$ cat src/rtl/serial_add_ctrl.sv
// Bit-serial adder controller: parallel operands are accepted on start, added
// LSB-first through a one-bit full adder, and the sum is presented with a done strobe.
module serial_add_ctrl #(
  parameter int WIDTH = 4
) (
  input  logic             clk_i,
  input  logic             reset_i,
  input  logic             start_i,
  input  logic [WIDTH-1:0] a_in_i,
  input  logic [WIDTH-1:0] b_in_i,
  input  logic             cin_i,
  output logic             busy_o,
  output logic             done_o,
  output logic [WIDTH-1:0] sum_out_o,
  output logic             cout_o,
  output logic             ovf_o
);

  localparam int CW = (WIDTH > 2) ? $clog2(WIDTH) : 1;
  localparam logic [CW-1:0] CNT_LAST   = CW'(WIDTH - 1);
  localparam logic [CW-1:0] CNT_PENULT = CW'(WIDTH - 2);

  typedef enum logic [1:0] {
    S_IDLE = 2'd0,
    S_RUN  = 2'd1,
    S_DONE = 2'd2
  } state_t;

  function automatic logic maj3(input logic x, input logic y, input logic z);
    return (x & y) | (x & z) | (y & z);
  endfunction

  state_t           state_q, state_d;
  logic [WIDTH-1:0] a_sh_q, a_sh_d;
  logic [WIDTH-1:0] b_sh_q, b_sh_d;
  logic [WIDTH-1:0] sum_sh_q, sum_sh_d;
  logic             carry_q, carry_d;
  logic             cmsb_q, cmsb_d;
  logic [CW-1:0]    cnt_q, cnt_d;
  logic [WIDTH-1:0] sum_q, sum_d;
  logic             cout_q, cout_d;
  logic             ovf_q, ovf_d;
  logic             bit_s;
  logic             carry_s;

  // State register
  always_ff @(posedge clk_i) begin
    if (reset_i) begin
      state_q <= S_IDLE;
    end else begin
      state_q <= state_d;
    end
  end

  // Next-state logic
  always_comb begin
    state_d = state_q;
    case (state_q)
      S_IDLE: begin
        if (start_i) state_d = S_RUN;
        else         state_d = S_IDLE;
      end
      S_RUN: begin
        if (cnt_q == CNT_LAST) state_d = S_DONE;
        else                   state_d = S_RUN;
      end
      S_DONE:  state_d = S_IDLE;
      default: state_d = S_IDLE;
    endcase
  end

  // Output decode
  always_comb begin
    busy_o = 1'b0;
    done_o = 1'b0;
    case (state_q)
      S_RUN:   busy_o = 1'b1;
      S_DONE:  done_o = 1'b1;
      default: begin
        busy_o = 1'b0;
        done_o = 1'b0;
      end
    endcase
  end

  // One full-adder slice per RUN cycle; results publish only on the final bit
  always_comb begin
    bit_s    = a_sh_q[0] ^ b_sh_q[0] ^ carry_q;
    carry_s  = maj3(a_sh_q[0], b_sh_q[0], carry_q);
    a_sh_d   = a_sh_q;
    b_sh_d   = b_sh_q;
    sum_sh_d = sum_sh_q;
    carry_d  = carry_q;
    cmsb_d   = cmsb_q;
    cnt_d    = cnt_q;
    sum_d    = sum_q;
    cout_d   = cout_q;
    ovf_d    = ovf_q;
    case (state_q)
      S_IDLE: begin
        if (start_i) begin
          a_sh_d  = a_in_i;
          b_sh_d  = b_in_i;
          carry_d = cin_i;
          cnt_d   = {CW{1'b0}};
        end else begin
          cnt_d   = cnt_q;
        end
      end
      S_RUN: begin
        a_sh_d   = {1'b0, a_sh_q[WIDTH-1:1]};
        b_sh_d   = {1'b0, b_sh_q[WIDTH-1:1]};
        sum_sh_d = {bit_s, sum_sh_q[WIDTH-1:1]};
        carry_d  = carry_s;
        cnt_d    = cnt_q + CW'(1);
        if (cnt_q == CNT_PENULT) begin
          cmsb_d = carry_s;
        end else begin
          cmsb_d = cmsb_q;
        end
        if (cnt_q == CNT_LAST) begin
          sum_d  = {bit_s, sum_sh_q[WIDTH-1:1]};
          cout_d = carry_s;
          ovf_d  = cmsb_q ^ carry_s;
          cnt_d  = {CW{1'b0}};
        end else begin
          sum_d  = sum_q;
        end
      end
      default: begin
        cnt_d = cnt_q;
      end
    endcase
  end

  // Datapath registers
  always_ff @(posedge clk_i) begin
    if (reset_i) begin
      a_sh_q   <= {WIDTH{1'b0}};
      b_sh_q   <= {WIDTH{1'b0}};
      sum_sh_q <= {WIDTH{1'b0}};
      carry_q  <= 1'b0;
      cmsb_q   <= 1'b0;
      cnt_q    <= {CW{1'b0}};
      sum_q    <= {WIDTH{1'b0}};
      cout_q   <= 1'b0;
      ovf_q    <= 1'b0;
    end else begin
      a_sh_q   <= a_sh_d;
      b_sh_q   <= b_sh_d;
      sum_sh_q <= sum_sh_d;
      carry_q  <= carry_d;
      cmsb_q   <= cmsb_d;
      cnt_q    <= cnt_d;
      sum_q    <= sum_d;
      cout_q   <= cout_d;
      ovf_q    <= ovf_d;
    end
  end

  assign sum_out_o = sum_q;
  assign cout_o    = cout_q;
  assign ovf_o     = ovf_q;

endmodule
$ cat config.mk
export PLATFORM = sky130hd
export DESIGN_NAME = serial_add_ctrl
export DESIGN_NICKNAME = d
export VERILOG_FILES = /design/src/rtl/serial_add_ctrl.sv
export SDC_FILE = /design/constraint.sdc
export NUM_CORES = 1
export LEC_CHECK = 0
export CORE_ASPECT_RATIO = 0.8
export CORE_MARGIN = 2
export CORE_UTILIZATION = 49
export DETAILED_ROUTE_END_ITERATION = 10
export PLACE_DENSITY = 0.78
export SYNTH_ARGS = -nofsm -noshare
export SYNTH_HDL_FRONTEND = slang
export SYNTH_SLANG_ARGS = --single-unit
$ cat constraint.sdc
create_clock -name clk_i -period 1.6 [get_ports clk_i]
set_input_delay 0.32 -clock clk_i [delete_from_list [all_inputs] [get_ports clk_i]]
set_output_delay 0.32 -clock clk_i [all_outputs]
set_load 0.02 [all_outputs]
## Word level (Yosys, flattened, before mapping)

Cells that the tools add are included.

| storage, ports and cells | value |
|---|---|
| output and inout port bits | 8 |
| bits of input ports | 12 |
| flip-flop bits (word level) | 24 |

| operators by class | value |
|---|---|
| bitwise operators | 8 |
| reduce and logical (&&, ||, !) cells | 5 |
| muxes and demuxes | 14 |
| equal/unequal tests | 5 |
| add/subtract/negate cells | 1 |

Operators with widths:

| kind | count |
|---|---|
| $pmux W4 S2 | 2 |
| $mux W4 | 2 |
| $pmux W2 S2 | 2 |
| $eq A2 B2 Y1 const B | 3 |
| $mux W2 | 3 |
| $reduce_and A2 Y1 | 3 |
| $mux W1 | 4 |
| $and A1 B1 Y1 | 3 |
| $xor A1 B1 Y1 | 3 |
| $add A2 B1 Y2 const B | 1 |
| $eq A2 B1 Y1 const B | 1 |
| $logic_not A2 Y1 | 1 |
| $ne A2 B2 Y1 const B | 1 |
| $or A1 B1 Y1 | 2 |
| $pmux W1 S2 | 1 |
| $reduce_bool A2 Y1 | 1 |

## Logic depth before layout (Yosys ltp)

Gate-level depths: netlist (run 1).

| depth | value |
|---|---|
| depth after elaboration | 4 |
| mapped depth | 5 |
| gate-level depth less buffers | 5 |

## Worst setup path before layout (run 1)

No wires, ideal clock.

| timing | value |
|---|---|
| path type | register -> register |
| from | register a_sh_q[0] |
| to | register carry_q |
| setup time | 0.131 ns |
| data arrival time | 1.099 ns |
| slack | 0.371 ns |
| required time | 1.469 ns |
| stages on the path, launching flop included | 4 |
| path through | dfxtp_1 fa_1 nor3b_1 nor4_2 |

| between the ends | value |
|---|---|
| word-level cells in the longest chain between the ends | 4 |
| elaborated cells on any way between the ends | 5 |
| those cells by class | mux: 1; bitwise: 4 |

Ends and longest elaborated chain:

| what | line | text |
|---|---|---|
| from (decl) | 34 | `logic [WIDTH-1:0] a_sh_q, a_sh_d;` |
| from (signal assigned) | 139 | `a_sh_q <= {WIDTH{1'b0}};` |
| from (signal assigned) | 149 | `a_sh_q <= a_sh_d;` |
| $and A1 B1 Y1 | 30 | `return (x & y) \| (x & z) \| (y & z);` |
| $or A1 B1 Y1 (*) (2 in series) | 30 |  |
| net carry_s | 44 | `logic carry_s;` |
| $pmux W1 S2 (*) | 99 | `case (state_q)` |
| to (signal assigned) | 152 | `carry_q <= carry_d;` |
| to (decl) | 37 | `logic carry_q, carry_d;` |

Mark *: on every way through the listed nets, which the timed path passes. The rest lies on a longest branch.
A chain may end at the register's enable or synchronous reset.

## Worst setup path after layout (run 1)

| timing | value |
|---|---|
| from | register state_q[1] |
| to | output busy_o |

| between the ends | value |
|---|---|
| word-level cells in the longest chain between the ends | 2 |

Ends and longest elaborated chain:

| what | line | text |
|---|---|---|
| from (decl) | 33 | `state_t state_q, state_d;` |
| from (signal assigned) | 51 | `state_q <= state_d;` |
| $eq A2 B1 Y1 | 76 | `case (state_q)` |
| $mux W1 | 76 |  |
| to (decl) | 12 | `output logic busy_o,` |

No other way between the ends.

==> results of run 1 <==
registers in the layout, indices dropped and copies added, names as in the netlist, 2 cells and up:
signal	flops
cnt_q	2
b_sh_q	4
state_q	2
sum_sh_q	3
sum_out_o	4
a_sh_q	4
worst max-delay path by stage:
stage	startpoint	endpoint	slack [ns]	cells after the start
global route	state_q[0]	busy_o	0.02	3
floorplan	a_sh_q[0]	carry_q	0.37	3
finish	state_q[1]	busy_o	0.08	3
detailed placement	start_i	a_sh_q[1]	0.08	4
CTS	sum_out_o[0]	sum_out_o[0]	0.005	1
global placement	state_q[1]	done_o	0.13	2
per-stage QoR:
step | hold slack [ns] | cells
after floorplan | 0.391 | 108
after global placement | 0.443 | 151
after detailed placement | 0.450 | 151
after CTS | 0.467 | 155
after global routing | 0.478 | 155
final | 0.458 | 155
placed cells by master (no fill, tap or decap), types with 2 or more instances in the layout:
cell,Yosys,final
clkdlybuf4s50_1,0,11
a211oi_2,3,3
a21oi_1,9,9
inv_1,3,3
nor2_1,11,11
clkbuf_4,0,3
nor2_2,3,3
mux2i_1,7,7
nor3b_1,2,2
dlymetal6s2s_1,0,4
a22oi_1,3,3
dfxtp_1,23,23
nand2_1,16,16
a211oi_1,4,4
buf_4,1,7
dlygate4sd2_1,0,4
ha_1,2,2
power by group:
| part | switching (uW) | internal (uW) | leakage, uW |
|---|---|---|---|
| registers | 18.6 | 599 | 0.000188 |
| logic | 78.0 | 85.5 | 0.000361 |
| clock network | 170 | 93.4 | 0.0000177 |
worst min-delay path, stage by stage, from the launching register on:
cell and delay, ns:
dfxtp_1 0.32, nand2_1 0.05, a21oi_1 0.05
cell type report:
cell class	count	area share, %
well taps	24	2.36
clock buffers	3	1.77
inverters	4	1.18
clock inverters	1	0.393
repair buffers	26	19.5
multi-input cells	74	38.6
flip-flops and latches	23	36.2
metal layers:
layer | vias up | global-route usage, % | wire length, um
li1 | 412 | - | -
met1 | 372 | 22.8 | 930
met3 | 2 | 6.30 | 122
met2 | 21 | 27.9 | 858
met4 | 0 | 4.39 | 13
met5 | - | 0 | 0
what timing repair did:
item	CTS	global route
hold endpoints to repair	0	0
cloned	0	0
endpoints found under the setup margin	4	4
resized for setup	4	4
cell families after synthesis:
| group | Yosys count | synth area share, % |
|---|---|---|
| simple gates | 40 | 18.9 |
| compound gates | 23 | 16.7 |
| flops | 23 | 44.7 |
| buf+inv | 11 | 7.65 |
| mux | 7 | 6.80 |
| fa+ha+maj | 3 | 4.37 |
| xor+xnor | 1 | 0.850 |
==> results by group, run 1 <==
Route
  • DR vias: 807
  • Drt drc: 0
  • Antenna-violating nets left: 0
  • Drt wl/cell: roughly 12 um
  • Final WL: ~1.9 mm
  • Vias per cell: 5.21
  • Starting DRT DRC Count: 23
  • Drt first pass iters: 4

Floorplan
  • Cell Rows: 14
  • Die height: 45.0 um
  • Die area: about 2500 um2
  • Boundary Pins: 20
  • Starting Density: 53.5%
  • Core region area: 1930 um2
  • Die width: 55.3 um

Global route
  • Vias in the first global route: 768
  • Total global routing overflow: 0
  • Largest net degree at the start of global routing: 14
  • Tot GR Track Use: between 10% and 20%
  • First-pass GRT wire length: roughly 3.3 mm
  • Initial antenna violation count: 0

Yosys
  • Synth area leaders: dfxtp_1 (45%), mux2i_1 (6.8%), nand2_1 (5.8%)
  • Avg Inst Size Synth: roughly 9.5 um2
  • Mapped Nets: 123
  • Area leader, netlist: dfxtp_1
  • Post-synth ARST share: 0%
  • Library cells used by synthesis: 31
  • Seq/Total Area, Yosys: between 40% and 50%
  • Cell with the most instances after synthesis: dfxtp_1
  • FF+latch count, synth: 23
  • Post-synth top cells: dfxtp_1 (23), nand2_1 (16), nor2_1 (11)
  • Post-synth EDFFs: 0
  • Synth Flop Type: dfxtp_1
  • Post-synthesis instance total: 108
  • Share of the synthesized area in the top cell type: 44.7%
  • YS warnings: 0
  • Cell Area, Synth: just over 1000 um2

Setup path
  • Cell Chain, Critical Path: nand2b_1 -> inv_2 -> dlygate4sd2_1
  • Worst reg2reg path endpoint: ovf_o
  • Critical path fanouts, max: 3
  • WP buf/inv: 2
  • Worst r2r path cells: 3
  • Start of the worst register-to-register path: a_sh_q[0]
  • Setup CP Type: flop to primary output
  • Worst EP required: ~1.3 ns
  • Worst endpoint data arrival time: about 1.2 ns
  • Critical path's slowest cell: dfxtp_1
  • Worst stage delay on the critical path: 0.34 ns
  • Top delay family on crit path: buffers and inverters
  • Critical Path End Type: primary output
  • Flop2flop setup slack: 0.29 ns
  • Critical Path Start Type: flop

Clocking
  • CTS tree: yes
  • Total CTS buffers: 3
  • Max clock buf depth: 2
  • Sink Count: 23
  • Clk_lat worst skew: 0.31 ns
  • CTS clock-pin slew for the worst setup and hold paths: 0.11 ns
  • Root buffer cell: clkbuf_4
  • H-tree levels: 1
  • Hold-fix buffers, CTS: 0
  • Setup repair bufs after CTS: 0

Layout
  • Multi-input logic area: around 490 um2
  • Fin nets: about 150
  • Ratio of cells with drive above 1 in the final layout: 15.3%
  • Area growth syn-to-layout: 23.4%
  • Core Util, Final: 66.0%
  • Finished Cell Area: 1270 um2
  • Count of filler cells inserted in the layout: about 170
  • N_diodes: 0
  • Seq. cell area: 460 um2

STA
  • Final worst slack: 0.0790 ns
  • Layout Skew: 0.00991 ns
  • Count of pins over their slew limit: 0
  • Final Critical Period: 1.52 ns
  • Hold Vio Cnt, Final: 0
  • Fmax: 657 MHz
  • Worst rel slew slack: 75.8%
  • Fin crit share: between 90% and 100%
  • Worst-margin pin slew: 0.358 ns
  • Final Setup Violations: 0
  • Final setup TNS: 0 ns
  • RSZ-0062 raised after global routing: false

Status
  • Status: complete, no violations

Placement
  • Number of port buffers: 19
  • Post-DP HPWL: 1.45 mm
  • Post-Place Setup Slack: 0.0789 ns
  • Gpl congestion: 0.788
  • Dpl cell area: about 1200 um2

Power
  • Final Power: approximately 1000 uW
  • Worst vdd ir: 0.000649 V
  • Power density over the cells: slightly above 800 nW/um2
  • Leakage: about 0.00057 uW

Worst hold path
  • HP Start: sum_out_o[1]
  • Worst Hold Class: flop to flop
  • Worst Hold Depth: 2
  • Worst Hold End: sum_out_o[1]

Flow run
  • Max cap viols: 0
Power figures use the tool's default switching activity.
==> run 2, diff against run 1 <==
--- a/config.mk
+++ b/config.mk
@@ -8,6 +8,8 @@
 export CORE_ASPECT_RATIO = 0.8
 export CORE_MARGIN = 2
 export CORE_UTILIZATION = 49
+export CTS_BUF_LIST = sky130_fd_sc_hd__clkbuf_16
+export CTS_CLUSTER_DIAMETER = 40
 export DETAILED_ROUTE_END_ITERATION = 10
 export PLACE_DENSITY = 0.78
 export SYNTH_ARGS = -nofsm -noshare
==> results by group, run 2 (same netlist as run 1, synthesis figures left out) <==
Setup path
  • Critical path fanouts, max: 2
  • Critical Path Start Type: flop
  • Critical path's slowest cell: clkdlybuf4s50_1
  • Cell Chain, Critical Path: clkdlybuf4s50_1
  • Flop2flop setup slack: 0.30 ns
  • Setup CP Type: flop to primary output
  • WP buf/inv: 1
  • Top delay family on crit path: buffers and inverters
  • Critical Path End Type: primary output
  • Worst EP required: 1.28 ns
  • Worst stage delay on the critical path: 0.61 ns
  • Worst endpoint data arrival time: 1.20 ns

STA
  • Worst-margin pin slew: roughly 0.36 ns
  • Final worst slack: ~0.08 ns
  • Layout Skew: 0.00446 ns
  • Fmax: 658 MHz
  • Final Critical Period: 1.52 ns
  • Final setup TNS: 0 ns
  • Fin crit share: between 90% and 100%
  • Worst rel slew slack: 75.5%
  • Count of pins over their slew limit: 0
  • Final Setup Violations: 0
  • Hold Vio Cnt, Final: 0
  • RSZ-0062 raised after global routing: false

Global route
  • Initial antenna violation count: 0
  • Gr busiest metal: met2
  • Met1 Use GR: 22.9%
  • Met2 GRT Util: 29.5%
  • Global routing usage on met3: under 10%
  • Largest net degree at the start of global routing: 14
  • Tot GR Track Use: 18.5%
  • First-pass GRT wire length: 3.46 mm
  • Total global routing overflow: 0
  • Vias in the first global route: 788

Power
  • Switching share of power: about 23%
  • Leakage: 0.000505 uW
  • Worst vdd ir: 0.000835 V
  • Logic pwr share: 12.5%
  • Cell internal pwr: 1020 uW
  • Sw Pwr: 299 uW
  • Part of the power in the clock network: 40.7%
  • Power density over the cells: 1000 nW/um2
  • Sequential share of power: 46.8%
  • Final Power: 1320 uW

Layout
  • Commonest non-fill, non-tap cell in the layout: dfxtp_1
  • Cell Count, Final, Fillers Out: 155
  • Most frequent cells in the layout: dfxtp_1 (23), clkdlybuf4s50_1 (17), nand2_1 (16)
  • Area growth syn-to-layout: 27.8%
  • Fin nets: around 150
  • Count of filler cells inserted in the layout: about 170
  • Seq. cell area: 460 um2
  • N_diodes: 0
  • Ratio of cells with drive above 1 in the final layout: ~15%
  • Multi-input logic area: between 400 and 500 um2

Clocking
  • CTS clock-pin slew for the worst setup and hold paths: 0.06 ns
  • Clk_lat worst skew: around 0.26 ns
  • Sink Count: 23
  • Total CTS buffers: 3
  • Post-CTS sizing: 2
  • Hold-fix buffers, CTS: 0
  • H-tree levels: 1
  • CTS tree: yes
  • Root buffer cell: clkbuf_16
  • Setup repair bufs after CTS: 0
  • Max clock buf depth: 2

Floorplan
  • Cell Rows: 14
  • Boundary Pins: 20
  • Die height: 45.0 um
  • Die width: approximately 55 um
  • Core region area: 1930 um2
  • Starting Density: 53.5%
  • Die area: between 2000 and 2500 um2

Placement
  • Number of port buffers: 19
  • Placed cell count: 151
  • Post-DP HPWL: about 1.4 mm
  • Gpl congestion: 0.788
  • Post-Place Setup Slack: 0.0789 ns

Route
  • Drt first pass iters: 4
  • Drt drc: 0
  • Antenna-violating nets left: 0
  • Starting DRT DRC Count: 20
  • DR vias: 811
  • Final WL: 1.96 mm
  • Drt wl/cell: ~13 um
  • Vias per cell: 5.23

Flow run
  • Max cap viols: 0

Status
  • Status: complete, no violations

Worst hold path
  • Worst Hold Class: flop to flop
==> run 2: path summary, 6_finish.rpt <==
path,startpoint,to,cells past startpoint
max,ovf_o,ovf_o,1
min,sum_out_o[1],sum_out_o[1],2
max reg2reg,a_sh_q[0],ovf_o,3
min reg2reg,sum_out_o[1],sum_out_o[1],2
==> run 2: final cells by class <==
cell class                 instances  area share, %
sequential                        23           34.9
tap                               24           2.28
timing repair buffer              26           18.2
clock inverter                     1          0.380
multi-input combinational         74           37.3
inverter                           4           1.14
clock buffer                       3           5.70
==> run 2: power groups by stage <==
stage	Combinational, uW	Clock, uW	Sequential, uW
floorplan	113	0	626
CTS	166	547	619
global placement	162	0	630
detailed placement	165	0	631
finish	165	537	618
global route	182	573	623
==> run 2: per-layer routing <==
layer  share of wire [%]  up-vias
li1                    -      413
met1                  50      382
met2                  44       11
met3                 4.2        5
met4                 1.7        0
met5                   0        -
==> run 2: metrics by stage <==
stage | instance area [um2] | hold slack, ns | utilization [%]
after floorplan | 1030 | 0.391 | -
after global placement | 1240 | 0.443 | 64.4
after detailed placement | 1240 | 0.450 | 64.4
after CTS | 1320 | 0.459 | 68.4
after global routing | 1320 | 0.471 | 68.4
final | 1320 | 0.453 | 68.4
==> variant 1: new RTL, flow settings as in run 2 <==
Re-encode `state_t` (3 states) as one-hot, 3 bits wide.
--- a/src/rtl/serial_add_ctrl.sv
+++ b/src/rtl/serial_add_ctrl.sv
@@ -21,8 +21,8 @@
   localparam logic [CW-1:0] CNT_PENULT = CW'(WIDTH - 2);
 
-  typedef enum logic [1:0] {
-    S_IDLE = 2'd0,
-    S_RUN  = 2'd1,
-    S_DONE = 2'd2
+  typedef enum logic [2:0] {
+    S_IDLE = 3'b001,
+    S_RUN  = 3'b010,
+    S_DONE = 3'b100
   } state_t;
 
Check against the original RTL: same outputs for any inputs over 10 cycles, from zero or initial values and one cycle with reset_i high; not proved beyond that.
==> variant 1 against run 2 <==
Synthesized area shrank 3.8%. Clock skew shrank 0.0024 ns. Sequential cell count grew 1. Critical endpoint is now sum_out_o[2]. Routed wire length grew 2.5%. Final area grew 0.57%. Setup slack lost 0.0093 ns. Critical path depth is the same. Largest power group unchanged. Total power shrank 1.4%.
==> variant 1: results <==
group,metric,value,unit
run_status,status,"completed",
synthesis,synthMuxAreaShare,7.06,%
place,place_congestion,0.818,
drt,num_vias,826,
synthesis,synth-compound-area-share,12.0,%
drt,wl_met2,914,um
critical_path,r2r_start,"state_q[1]$_SDFF_PP0_",
grt,grt.met1_usage,25.4,%
critical_path,crit_path_start,"sum_out_o[2]$_SDFFE_PP0P_",
place,place_ws,-0.0587,ns
finish,fillers,147,
synthesis,synth_common_cells,"dfxtp_1 (24), nand2_1 (20), nor2_1 (14)",
critical_path,reg2reg_setup_slack,0.11,ns
synthesis,synth_xor_area_share,0.883,%
drt,drtIter0Drc,11,
timing,skew,0.00204,ns
finish,drive_gt1_share,11.2,%
grt,grt_pass1_wl,3330,um
place,dp_hpwl,1390,um
timing,fin_hold_ws,0.471,ns
worst_hold_path,min_to,"sum_sh_q[1]$_SDFFE_PP0P_",
grt,track_usage,19.4,%
critical_path,rr_endpoint,"cnt_q[0]$_SDFFE_PP0P_",
synthesis,synth_area_leaders,"dfxtp_1 (48%), nand2_1 (7.6%), mux2i_1 (7.1%)",
timing,max-slew-margin-rel,82.3,%
grt,grt_max_degree,25,
variant 1: layout make-up:
class | count | area [um^2] | share of cell area (%)
clock buffers | 3 | 75.1 | 5.67
inverters | 3 | 11.3 | 0.850
multi-input cells | 75 | 464 | 35.0
repair buffers | 28 | 260 | 19.6
well taps | 24 | 30.0 | 2.27
flip-flops and latches | 24 | 480 | 36.3
clock inverters | 1 | 3.75 | 0.283
variant 1: where the power goes:
| part | leakage, nW | switching, mW | total, mW | internal (mW) |
|---|---|---|---|---|
| Combinational | 0.267 | 0.0588 | 0.130 | 0.0715 |
| Clock | 0.0385 | 0.204 | 0.538 | 0.334 |
| Sequential | 0.195 | 0.0133 | 0.634 | 0.621 |
| Total | 0.500 | 0.276 | 1.30 | 1.03 |
variant 1: timing repair:
item | in CTS | in global routing
pin swaps | 0 | 0
gates resized for setup | 8 | 1
setup endpoints to repair | 2 | 1
setup buffers | 0 | 0
==> variant 2: new RTL, settings of run 2 <==
Without the edit above. Change the parameter `WIDTH` from 4 to 8.
--- a/src/rtl/serial_add_ctrl.sv
+++ b/src/rtl/serial_add_ctrl.sv
@@ -2,5 +2,5 @@
 // LSB-first through a one-bit full adder, and the sum is presented with a done strobe.
 module serial_add_ctrl #(
-  parameter int WIDTH = 4
+  parameter int WIDTH = 8
 ) (
   input  logic             clk_i,
Ports: changed (resized a_in_i, b_in_i and sum_out_o); port bits go from 20 to 32. The function was not compared with the original's and may differ.
==> variant 2 against run 2 <==
Non-clock buffer count grew 12. Clock power grew 72%. Global-route usage shrank 0.32 points. Hold slack is essentially flat. First-iteration DRC count grew to 5.5 times the old value. Synthesized area grew 67%. Routed wire length grew 79%. Largest power group unchanged. Clock skew shrank 0.0017 ns. Count of clock-buffer cells in the layout grew 2. Setup slack lost 0.045 ns. Final area grew 66%. Total power grew 70%. Sequential cell count grew 17. Maximum frequency shrank 2.9%.
==> variant 2: results <==
group,metric,value,unit
run_status,status,"completed",
clock_tree,cts_buffers,5,
place,place_congestion,0.712,
critical_path,critical_path.max_fanout,2,
synthesis,synth_common_cells,"dfxtp_1 (40), nand2_1 (33), nor2_1 (23)",
pwr,p_leak,0.832,nW
clock_tree,clk_latency,0.28,ns
place,place_ws,0.0187,ns
finish,nets,238,
grt,track_usage,18.1,%
pwr,ir_worst_vdd,661,uV
place,io_buffers,31,
clock_tree,h-tree-depth,2,
timing,skew,0.00274,ns
synthesis,ys.flop_type,"dfxtp_1",
critical_path,crit_family,"buffers and inverters",
finish,drive_gt1_share,9.77,%
grt,first_global_vias,1240,
drt,viasPerCell,5.32,
drt,routedWlPerCell,13.7,um
place,dp_hpwl,2320,um
timing,max-slew-margin-rel,76.6,%
drt,drtIter0Drc,109,
grt,grt_pass1_wl,5690,um
critical_path,slowest_delay,0.63,ns
synthesis,ys_seq_area_share,46.4,%
synthesis,synth_area_leaders,"dfxtp_1 (46%), mux2i_1 (9.3%), nand2_1 (7.2%)",
grt,grt_max_degree,41,
synthesis,synthDistinctLibCells,30,
synthesis,syn_nets,205,
critical_path,worstPathArrival,1.25,ns
## variant 2: changes by cell type in the layout (fill, tap and decap cells not counted), moves of 2 or more
cell and change:
a211oi_1 +11, a211oi_2 -2, a21oi_1 +8, clkbuf_16 +2, clkdlybuf4s50_1 +12, dfxtp_1 +17
mux2i_1 +9, nand2_1 +17, nor2_1 +12, nor2_2 -3
## variant 2: tightest hold or removal path: cells and delay by family, from the launching register on
kind | cells | cell delay, ns
flops | 1 | 0.30
simple gates | 1 | 0.05
compound gates | 1 | 0.05
## variant 2: layout make-up
type,count,area [um^2]
clock buffer,5,125
clock inverter,3,11.3
fill,282,1210
inverter,3,13.8
multi-input combinational,126,810
sequential,40,801
tap,42,52.6
timing repair buffer,38,373
## variant 2: kinds of logic (layout without fill, tap and decap cells)
kind of cell | Yosys count | in the layout | share of synthesized area, %
mux | 16 | 16 | 9.29
flops | 40 | 40 | 46.4
fa+ha+maj | 4 | 4 | 3.34
buf+inv | 16 | 49 | 7.18
simple gates | 63 | 63 | 15.7
compound gates | 41 | 42 | 17.6
xor+xnor | 1 | 1 | 0.508
## variant 2: stage by stage
stage / hold WS (ns) / util (%) / instances / cell area [um^2]
2_1_floorplan: 0.432 / - / 181 / 1720
3_3_place_gp: 0.442 / 60.1 / 248 / 2040
3_5_place_dp: 0.449 / 60.1 / 248 / 2040
4_1_cts: 0.457 / 64.0 / 256 / 2180
5_1_grt: 0.470 / 64.3 / 257 / 2190
6_report: 0.453 / 64.3 / 257 / 2190
## variant 2: worst paths after layout
check                                  from                   endpoint  slack [ns]  depth (start not counted)
setup / recovery         ovf_o$_SDFFE_PP0P_                      ovf_o        0.03                          1
hold reg to reg   sum_out_o[5]$_SDFFE_PP0P_  sum_out_o[5]$_SDFFE_PP0P_        0.45                          2
setup reg to reg      state_q[0]$_SDFF_PP0_     b_sh_q[0]$_SDFFE_PP0P_        0.13                          4
hold / removal    sum_out_o[5]$_SDFFE_PP0P_  sum_out_o[5]$_SDFFE_PP0P_        0.45                          2
## variant 2: repair_timing
item,4_1_cts,5_1_grt
pin swaps,0,1
endpoints found under the setup margin,2,15
gates resized for setup,2,0
gates cloned,0,1
hold endpoints to repair,0,0
hold buffers,0,0
## variant 2: layer usage
| layer | track usage [%] | vias to the layer above | wire (um) |
|---|---|---|---|
| li1 | - | 691 | - |
| met1 | 22.9 | 645 | 1680 |
| met2 | 29.1 | 28 | 1690 |
| met3 | 6.18 | 2 | 117 |
| met4 | 6.59 | 0 | 21 |
| met5 | 0 | - | 0 |
## variant 2: where the power goes
group	switching, mW	internal (mW)	total (mW)
sequential	0.0296	1.04	1.07
combinational	0.121	0.127	0.248
clock	0.364	0.560	0.924
